==> config.mk <==
export PLATFORM = sky130hd
export DESIGN_NAME = next_state_flat
export DESIGN_NICKNAME = d
export VERILOG_FILES = /design/src/rtl/next_state_if.sv /design/src/rtl/next_state.sv /design/src/flat_wrapper.sv
export SDC_FILE = /design/constraint.sdc
export NUM_CORES = 2
export LEC_CHECK = 0
export ABC_AREA = 1
export CORE_ASPECT_RATIO = 0.5
export CORE_MARGIN = 1
export CORE_UTILIZATION = 45
export DETAILED_ROUTE_END_ITERATION = 7
export PLACE_DENSITY = 0.62
export SLEW_MARGIN = 20
export SYNTH_ARGS = -nofsm -noshare
export SYNTH_HDL_FRONTEND = slang
export SYNTH_SLANG_ARGS = --single-unit
==> constraint.sdc <==
create_clock -name clk -period 21 [get_ports clk]
set_clock_uncertainty 0.05 [all_clocks]
set_input_delay 4.2 -clock clk [delete_from_list [all_inputs] [get_ports clk]]
set_output_delay 4.2 -clock clk [all_outputs]
set_load 0.005 [all_outputs]
==> src/rtl/next_state_if.sv <==
// next_state_if -- bundle of load/start/data/status signals for next_state.
//   load    : load init_x into the state registers
//   init_x  : initial state words, word j at [32j+31:32j]
//   start   : request one next-state iteration
//   c_flat  : current counter values c0..c7, same packing
//   ctr_en  : one-cycle enable to the eight counter stages
//   x_flat  : state words x0..x7, same packing
//   busy    : iteration in progress
//   done    : one-cycle pulse, new x_flat valid
// master drives requests and data; slave (the block) drives status and x_flat.
interface next_state_if;
  logic         load;
  logic [255:0] init_x;
  logic         start;
  logic [255:0] c_flat;
  logic         ctr_en;
  logic [255:0] x_flat;
  logic         busy;
  logic         done;

  modport master (
    output load, init_x, start, c_flat,
    input  ctr_en, x_flat, busy, done
  );

  modport slave (
    input  load, init_x, start, c_flat,
    output ctr_en, x_flat, busy, done
  );
endinterface

==> src/rtl/next_state.sv <==
// next_state -- one next-state iteration over eight 32-bit state words.
//   clk  : single clock, rising edge
//   rst  : asynchronous active-high reset
//   bus  : next_state_if slave (load/init_x/start/c_flat in; ctr_en/x_flat/busy/done out)
// An iteration: ADV pulses ctr_en, CALC forms g0..g7 one per cycle from x and c,
// COMB updates all x words at once, done follows in the next (IDLE) cycle.
module next_state (
  input  logic           clk,
  input  logic           rst,
  next_state_if.slave    bus
);

  typedef enum logic [1:0] {IDLE, ADV, CALC, COMB} state_t;

  state_t      state_q, state_d;
  logic [2:0]  j_q, j_d;
  logic        ctr_en_d, busy_d, done_d;
  logic        ctr_en_q, busy_q, done_q;

  logic [31:0] x_q [8];
  logic [31:0] g_q [8];
  logic [31:0] x_new [8];

  logic [31:0] u;
  logic [63:0] s;
  logic [31:0] g_new;

  function automatic logic [31:0] rotl16(input logic [31:0] v);
    return {v[15:0], v[31:16]};
  endfunction

  function automatic logic [31:0] rotl8(input logic [31:0] v);
    return {v[23:0], v[31:24]};
  endfunction

  // g_j for the word selected by j
  always_comb begin
    u     = x_q[j_q] + bus.c_flat[{j_q, 5'd0} +: 32];
    s     = {32'd0, u} * {32'd0, u};
    g_new = s[63:32] ^ s[31:0];
  end

  always_comb begin
    x_new[0] = g_q[0] + rotl16(g_q[7]) + rotl16(g_q[6]);
    x_new[1] = g_q[1] + rotl8(g_q[0])  + g_q[7];
    x_new[2] = g_q[2] + rotl16(g_q[1]) + rotl16(g_q[0]);
    x_new[3] = g_q[3] + rotl8(g_q[2])  + g_q[1];
    x_new[4] = g_q[4] + rotl16(g_q[3]) + rotl16(g_q[2]);
    x_new[5] = g_q[5] + rotl8(g_q[4])  + g_q[3];
    x_new[6] = g_q[6] + rotl16(g_q[5]) + rotl16(g_q[4]);
    x_new[7] = g_q[7] + rotl8(g_q[6])  + g_q[5];
  end

  // Status outputs are registered, so they are derived from the next state.
  always_comb begin
    state_d = state_q;
    j_d     = j_q;
    if (bus.load) begin
      state_d = IDLE;
      j_d     = '0;
    end else begin
      case (state_q)
        IDLE: if (bus.start) state_d = ADV;
        ADV: begin
          state_d = CALC;
          j_d     = '0;
        end
        CALC: begin
          j_d = j_q + 3'd1;
          if (j_q == 3'd7) state_d = COMB;
        end
        COMB:    state_d = IDLE;
        default: state_d = IDLE;
      endcase
    end
    ctr_en_d = (state_d == ADV);
    busy_d   = (state_d != IDLE);
    done_d   = !bus.load && (state_q == COMB);
  end

  always_ff @(posedge clk or posedge rst) begin
    if (rst) begin
      state_q  <= IDLE;
      j_q      <= '0;
      ctr_en_q <= 1'b0;
      busy_q   <= 1'b0;
      done_q   <= 1'b0;
    end else begin
      state_q  <= state_d;
      j_q      <= j_d;
      ctr_en_q <= ctr_en_d;
      busy_q   <= busy_d;
      done_q   <= done_d;
    end
  end

  always_ff @(posedge clk or posedge rst) begin
    if (rst) begin
      for (int unsigned i = 0; i < 8; i++) begin
        x_q[i] <= '0;
        g_q[i] <= '0;
      end
    end else if (bus.load) begin
      for (int unsigned i = 0; i < 8; i++) begin
        x_q[i] <= bus.init_x[i*32 +: 32];
        g_q[i] <= '0;
      end
    end else begin
      if (state_q == CALC) g_q[j_q] <= g_new;
      if (state_q == COMB) begin
        for (int unsigned i = 0; i < 8; i++) x_q[i] <= x_new[i];
      end
    end
  end

  assign bus.ctr_en = ctr_en_q;
  assign bus.busy   = busy_q;
  assign bus.done   = done_q;

  for (genvar w = 0; w < 8; w++) begin : g_xout
    assign bus.x_flat[w*32 +: 32] = x_q[w];
  end

endmodule

==> src/flat_wrapper.sv <==
// flat-port wrapper written by rule: the top's interface ports become plain ports
module next_state_flat 
  (clk, rst, bus_load, bus_init_x, bus_start, bus_c_flat, bus_ctr_en, bus_x_flat, bus_busy, bus_done);
  next_state_if bus_i ();
  input  logic clk;
  input  logic rst;
  input wire logic [$bits(bus_i.load)-1:0] bus_load;
  input wire logic [$bits(bus_i.init_x)-1:0] bus_init_x;
  input wire logic [$bits(bus_i.start)-1:0] bus_start;
  input wire logic [$bits(bus_i.c_flat)-1:0] bus_c_flat;
  output wire logic [$bits(bus_i.ctr_en)-1:0] bus_ctr_en;
  output wire logic [$bits(bus_i.x_flat)-1:0] bus_x_flat;
  output wire logic [$bits(bus_i.busy)-1:0] bus_busy;
  output wire logic [$bits(bus_i.done)-1:0] bus_done;
  assign bus_i.load = bus_load;
  assign bus_i.init_x = bus_init_x;
  assign bus_i.start = bus_start;
  assign bus_i.c_flat = bus_c_flat;
  assign bus_ctr_en = bus_i.ctr_en;
  assign bus_x_flat = bus_i.x_flat;
  assign bus_busy = bus_i.busy;
  assign bus_done = bus_i.done;
  next_state u_core (.clk(clk), .rst(rst), .bus(bus_i));
endmodule
# ---- Yosys cells after proc, flatten, opt, wreduce, memory -nomap -nowiden
# Index checks and enable logic that the tools add are counted.
dict set report totals {
  regBits 520
  word_cells 74
  out_inout_bits 259
}
dict set report classes {
  n_addsub 18
  multipliers 1
  order_cmp 2
  n_mux 16
  n_reduce_logical 8
  n_eq_ne 5
  n_bitwise 2
  shift 1
}
# operator n
set ops {}
lappend ops {{$mux W256} 4}
lappend ops {{$add A32 B32 Y32} 17}
lappend ops {{$bwmux W256} 1}
lappend ops {{$shiftx A256 B9 Y32} 1}
lappend ops {{$bmux W32 S3} 1}
lappend ops {{$demux W32 S3} 1}
lappend ops {{$mux W32} 3}
lappend ops {{$mul A32 B32 Y64} 1}
lappend ops {{$xor A32 B32 Y32} 1}
lappend ops {{$pmux W2 S4} 1}
lappend ops {{$mux W2} 3}
lappend ops {{$pmux W3 S2} 1}
lappend ops {{$reduce_bool A2 Y1} 3}
lappend ops {{$eq A2 B1 Y1 const B} 2}
lappend ops {{$eq A2 B2 Y1 const B} 2}
lappend ops {{$ge A4 B4 Y1 const B} 1}
lappend ops {{$lt A4 B1 Y1 const B} 1}
lappend ops {{$not A3 Y4} 1}
lappend ops {{$add A3 B1 Y3 const B} 1}
lappend ops {{$eq A3 B3 Y1 const B} 1}
lappend ops {{$mux W3} 1}
lappend ops {{$reduce_bool A3 Y1} 1}
lappend ops {{$logic_and A1 B1 Y1} 2}
lappend ops {{$logic_not A2 Y1} 1}
lappend ops {{$logic_not A1 Y1} 1}

# ---- Logic depth before layout (Yosys ltp)
dict set report depth {
  word_depth 10
  ltp_mapped 58
}

# ---- Worst setup path after synthesis
# Ideal clock, no wire load.
dict set report synth_path {
  kind {in2reg}
  from {input port bus_c_flat[32]}
  to {register u_core.g_q[241] (netlist bit)}
  arrival_ps 12532
  stages 42
  required_time_ps 20832
  path_slack_ps 8300
  setup_ps 118
  cell_sequence {nand2_1 o21ai_0 a221oi_1 nand4_1 ha_1 fa_1 nand2_1 nand3_2 a21oi_4 o21bai_4 a21boi_4 nor2_1 o21bai_1 nand2_2 inv_2 buf_2 nor2_1 fa_1 [6 not listed] inv_1 fa_1 fa_1 fa_1 fa_1 ha_1 a21o_1 a31o_2 a21oi_1 nand2_1 nand2_1 nand3_1 nand2_1 nand2_1 or2_2 buf_2 nand3_1 nand2_1}
}
dict set report synth_via {
  elab_chain_len 7
}
# element line
set synth_rtl {}
lappend synth_rtl {{start, declared} flat_wrapper.sv:10} ;# input wire logic [$bits(bus_i.c_flat)-1:0] bus_c_flat;
lappend synth_rtl {{$shiftx A256 B9 Y32} next_state.sv:38} ;# u = x_q[j_q] + bus.c_flat[{j_q, 5'd0} +: 32];
lappend synth_rtl {{$add A32 B32 Y32} next_state.sv:38}
lappend synth_rtl {{$mul A32 B32 Y64} next_state.sv:39} ;# s = {32'd0, u} * {32'd0, u};
lappend synth_rtl {{$xor A32 B32 Y32} next_state.sv:40} ;# g_new = s[63:32] ^ s[31:0];
lappend synth_rtl {{$bwmux W256} next_state.sv:109} ;# if (state_q == CALC) g_q[j_q] <= g_new;
lappend synth_rtl {{$mux W256} next_state.sv:109}
lappend synth_rtl {{$mux W256} next_state.sv:103} ;# end else if (bus.load) begin
lappend synth_rtl {{end signal, assigned by index} next_state.sv:109}
lappend synth_rtl {{end, declared} next_state.sv:21} ;# logic [31:0] g_q [8];
# No other way between the ends. The select of a mux whose other input is x is not followed.
# A chain may end at the register's enable or synchronous reset.

# ---- Worst setup path in the final report
dict set report layout_path {
  from {input port bus_c_flat[66]}
  to {register u_core.g_q[248] (netlist bit)}
}
# The elaborated chain is that of the path after synthesis.

==> flow_metrics.py <==
metrics = {
    "sta": {
        "max_freq_mhz": 61.8,
        "period_share_pct": 77.0,
        "final_hold_viol_count": 0,
        "slew_viol_final": 12,
        "min_period_ns": 16.18,
        "timing.setup.tns_ns": 0,
        "rsz0062_at_grt": "false",
        "setup_viol": 0,
        "relSlewSlack_pct": -8.60,
        "tightest_slew_ns": 1.62,
    },
    "critical_path": {
        "cp.arrival_ns": 16.76,
        "startpoint": "bus_c_flat[66]",
        "end_kind": "flop",
        "timing.critical_path.buf_inv": 6,
        "slowest_stage": "xnor2_2",
        "critPathKind": "input pin to flop",
        "cp-start-kind": "input pin",
        "critPathMaxStageDelay_ns": 1.01,
        "crit_required_ns": 21.59,
        "path_max_fanout": 15,
        "path_delay_family": "adder cells",
        "reg2reg_from": "u_core.j_q[0]",
    },
    "logic_synthesis": {
        "synth_area_per_cell_um2": 8.10,
        "async_reset_ff_share_pct": 100,
        "synthCells": 9040,
        "synth-seq-area-share_pct": 17.8,
        "synth_edf_count": 0,
        "syn_area_um2": 73200,
        "yosysWarnings": 0,
        "synth_top_flop_cell": "dfrtp_1",
        "synth_top_area_cell": "fa_1",
        "yosysMostFrequentCell": "nand2_1",
        "syn_nets": 11200,
        "synth_area_leaders": "fa_1, dfrtp_1, nand2_1, ha_1, inv_1",
        "yosys_register_bits": 520,
        "ys_top_cells_by_count": "nand2_1, inv_1, fa_1, nor2_1, ha_1",
        "synthDominantCellAreaShare_pct": 28.9,
        "ys_types": 64,
    },
    "outcome": {
        "violations": "DRC, capacitance limit, slew limit",
        "status": "finished with violations",
    },
    "clocking": {
        "ctsHoldBuffers": 0,
        "clockBufferDepth": 3,
        "cts-root-buf": "clkbuf_16",
        "cts_tree": "yes",
        "htree_levels": 2,
        "post-cts-setup-buffers": 0,
        "clock_latency_ns": 0.74,
        "clk_pin_slew_worst_paths_ns": 0.07,
        "cts-resized-gates": 0,
        "cts-buffers-inserted": 59,
        "clock-sinks": 520,
    },
    "final_layout": {
        "areaGrowthSynthToFinish_pct": 17.5,
        "drive_gt1_share_pct": 3.51,
        "multi_input_area_um2": 53400,
        "layout.nets": 11800,
        "register_area_um2": 13000,
        "final_cells": 12000,
        "fillCellCount": 15400,
    },
    "grt": {
        "grt_use_total_pct": 51.4,
        "grt_overflow": 0,
        "grt_pass1_vias": 71200,
        "antenna_found_initial": 61,
        "grt_max_degree": 142,
        "grt_pass1_wl_mm": 578,
    },
    "route": {
        "routed_wl_mm": 426,
        "drt_iter0_markers": 10100,
        "dr.pass1.iters": 8,
        "avgRoutedWirePerCell_um": 35.5,
        "via_per_inst": 6.14,
        "num_vias": 73600,
        "route.detailed.drc": 32,
        "ant_nets": 0,
    },
    "hold_path": {
        "hp-start": "u_core.bus.x_flat[148]",
        "worstHoldPathType": "flop to flop",
    },
    "die": {
        "die_h_um": 287,
        "die_area_um2": 164000,
        "rows": 104,
        "start_util_pct": 45.4,
        "ios": 775,
        "die-width_um": 572,
        "fp.coreArea_um2": 161000,
    },
    "flow_run": {
        "maxCapViolCount": 1,
    },
    "place": {
        "placed_cells_incl_taps": 11800,
        "hpwl_mm": 356,
        "place.gp.congestion": 1.10,
        "port_buffers": 774,
    },
}
==> layer usage <==
metal	track usage [%]	part of all wire (%)
met4	27.8	6.6
met5	5.57	0.25
met3	27.1	17
met1	66.0	38
met2	68.4	38
==> tightest hold or removal path, cell delays in order (launching register included) <==
cell and delay, ns:
dfrtp_1 0.37, a22oi_1 0.07, o21ai_0 0.07
==> registers in the layout, summed over array words and instances (netlist names) <==
signal and count:
u_core.bus.x_flat 256, u_core.g_q 256, u_core.j_q 3, u_core.state_q 2
u_core.bus.busy 1, u_core.bus.ctr_en 1, u_core.bus.done 1
==> area by class of cell <==
type | count | area share [%]
antenna | 61 | 0.177
clock buffer | 79 | 1.99
clock inverter | 28 | 0.449
inverter | 1591 | 6.96
multi-input combinational | 6658 | 62.1
sequential | 520 | 15.1
tap | 2173 | 3.16
timing repair buffer | 888 | 10.0
==> cell usage in the layout (no fill, tap or decap), types with 17 or more instances in the layout <==
| cell | netlist | final |
|---|---|---|
| a21boi_0 | 18 | 18 |
| a21o_1 | 39 | 39 |
| a21oi_1 | 439 | 435 |
| a221oi_1 | 68 | 60 |
| a22o_1 | 36 | 36 |
| a22oi_1 | 191 | 191 |
| a31oi_1 | 40 | 40 |
| buf_4 | 7 | 111 |
| clkbuf_16 | 0 | 59 |
| clkdlybuf4s50_1 | 0 | 773 |
| dfrtp_1 | 520 | 520 |
| diode_2 | 0 | 61 |
| fa_1 | 1055 | 1055 |
| ha_1 | 556 | 556 |
| inv_1 | 1565 | 1563 |
| inv_2 | 19 | 20 |
| nand2_1 | 2013 | 2012 |
| nand3_1 | 225 | 225 |
| nand3b_1 | 17 | 17 |
| nand4_1 | 104 | 104 |
| nor2_1 | 733 | 722 |
| nor2_4 | 12 | 23 |
| nor3_1 | 47 | 47 |
| nor4_1 | 20 | 20 |
| o211ai_1 | 76 | 76 |
| o21a_1 | 17 | 17 |
| o21ai_0 | 466 | 464 |
| o21ai_1 | 17 | 19 |
| o21bai_1 | 42 | 42 |
| o221ai_1 | 41 | 41 |
| xnor2_1 | 119 | 110 |
| xor2_1 | 143 | 137 |
==> through the flow <==
| step | utilization (%) | worst slack (ns) | instance area, um2 | hold slack (ns) |
|---|---|---|---|---|
| 2_1_floorplan | - | 2.22 | 73200 | 0.460 |
| 3_3_place_gp | 51.9 | 4.67 | 83700 | 0.465 |
| 3_5_place_dp | 51.9 | 4.64 | 83700 | 0.467 |
| 4_1_cts | 53.2 | 5.30 | 85800 | 0.485 |
| 5_1_grt | 53.3 | 4.48 | 85900 | 0.518 |
| 6_report | 53.4 | 4.82 | 86000 | 0.491 |
==> final timing paths <==
check | cells past startpoint | slack, ns | endpoint
worst max-delay path | 39 | 4.82 | u_core.g_q[248]
max in group asynchronous | 5 | 13.64 | u_core.bus.x_flat[227]
min in group asynchronous | 2 | 3.89 | u_core.bus.x_flat[155]
worst min register to register | 2 | 0.49 | u_core.bus.x_flat[148]
worst max register to register | 39 | 6.30 | u_core.g_q[248]
worst min-delay path | 2 | 0.49 | u_core.bus.x_flat[148]
==> cell families after synthesis <==
| family | count (synthesis) | share of synthesized area (%) |
|---|---|---|
| flip-flops | 520 | 17.8 |
| AND/OR/NAND/NOR | 3222 | 17.8 |
| buffers and inverters | 1862 | 9.69 |
| adder cells (fa/ha/maj) | 1611 | 38.4 |
| AO/OA/AOI/OAI | 1559 | 13.1 |
| XOR/XNOR | 266 | 3.25 |
Power is left out: the tool's default activity adds up to more than one toggle a clock period on the data nets, which glitch-free logic cannot reach.
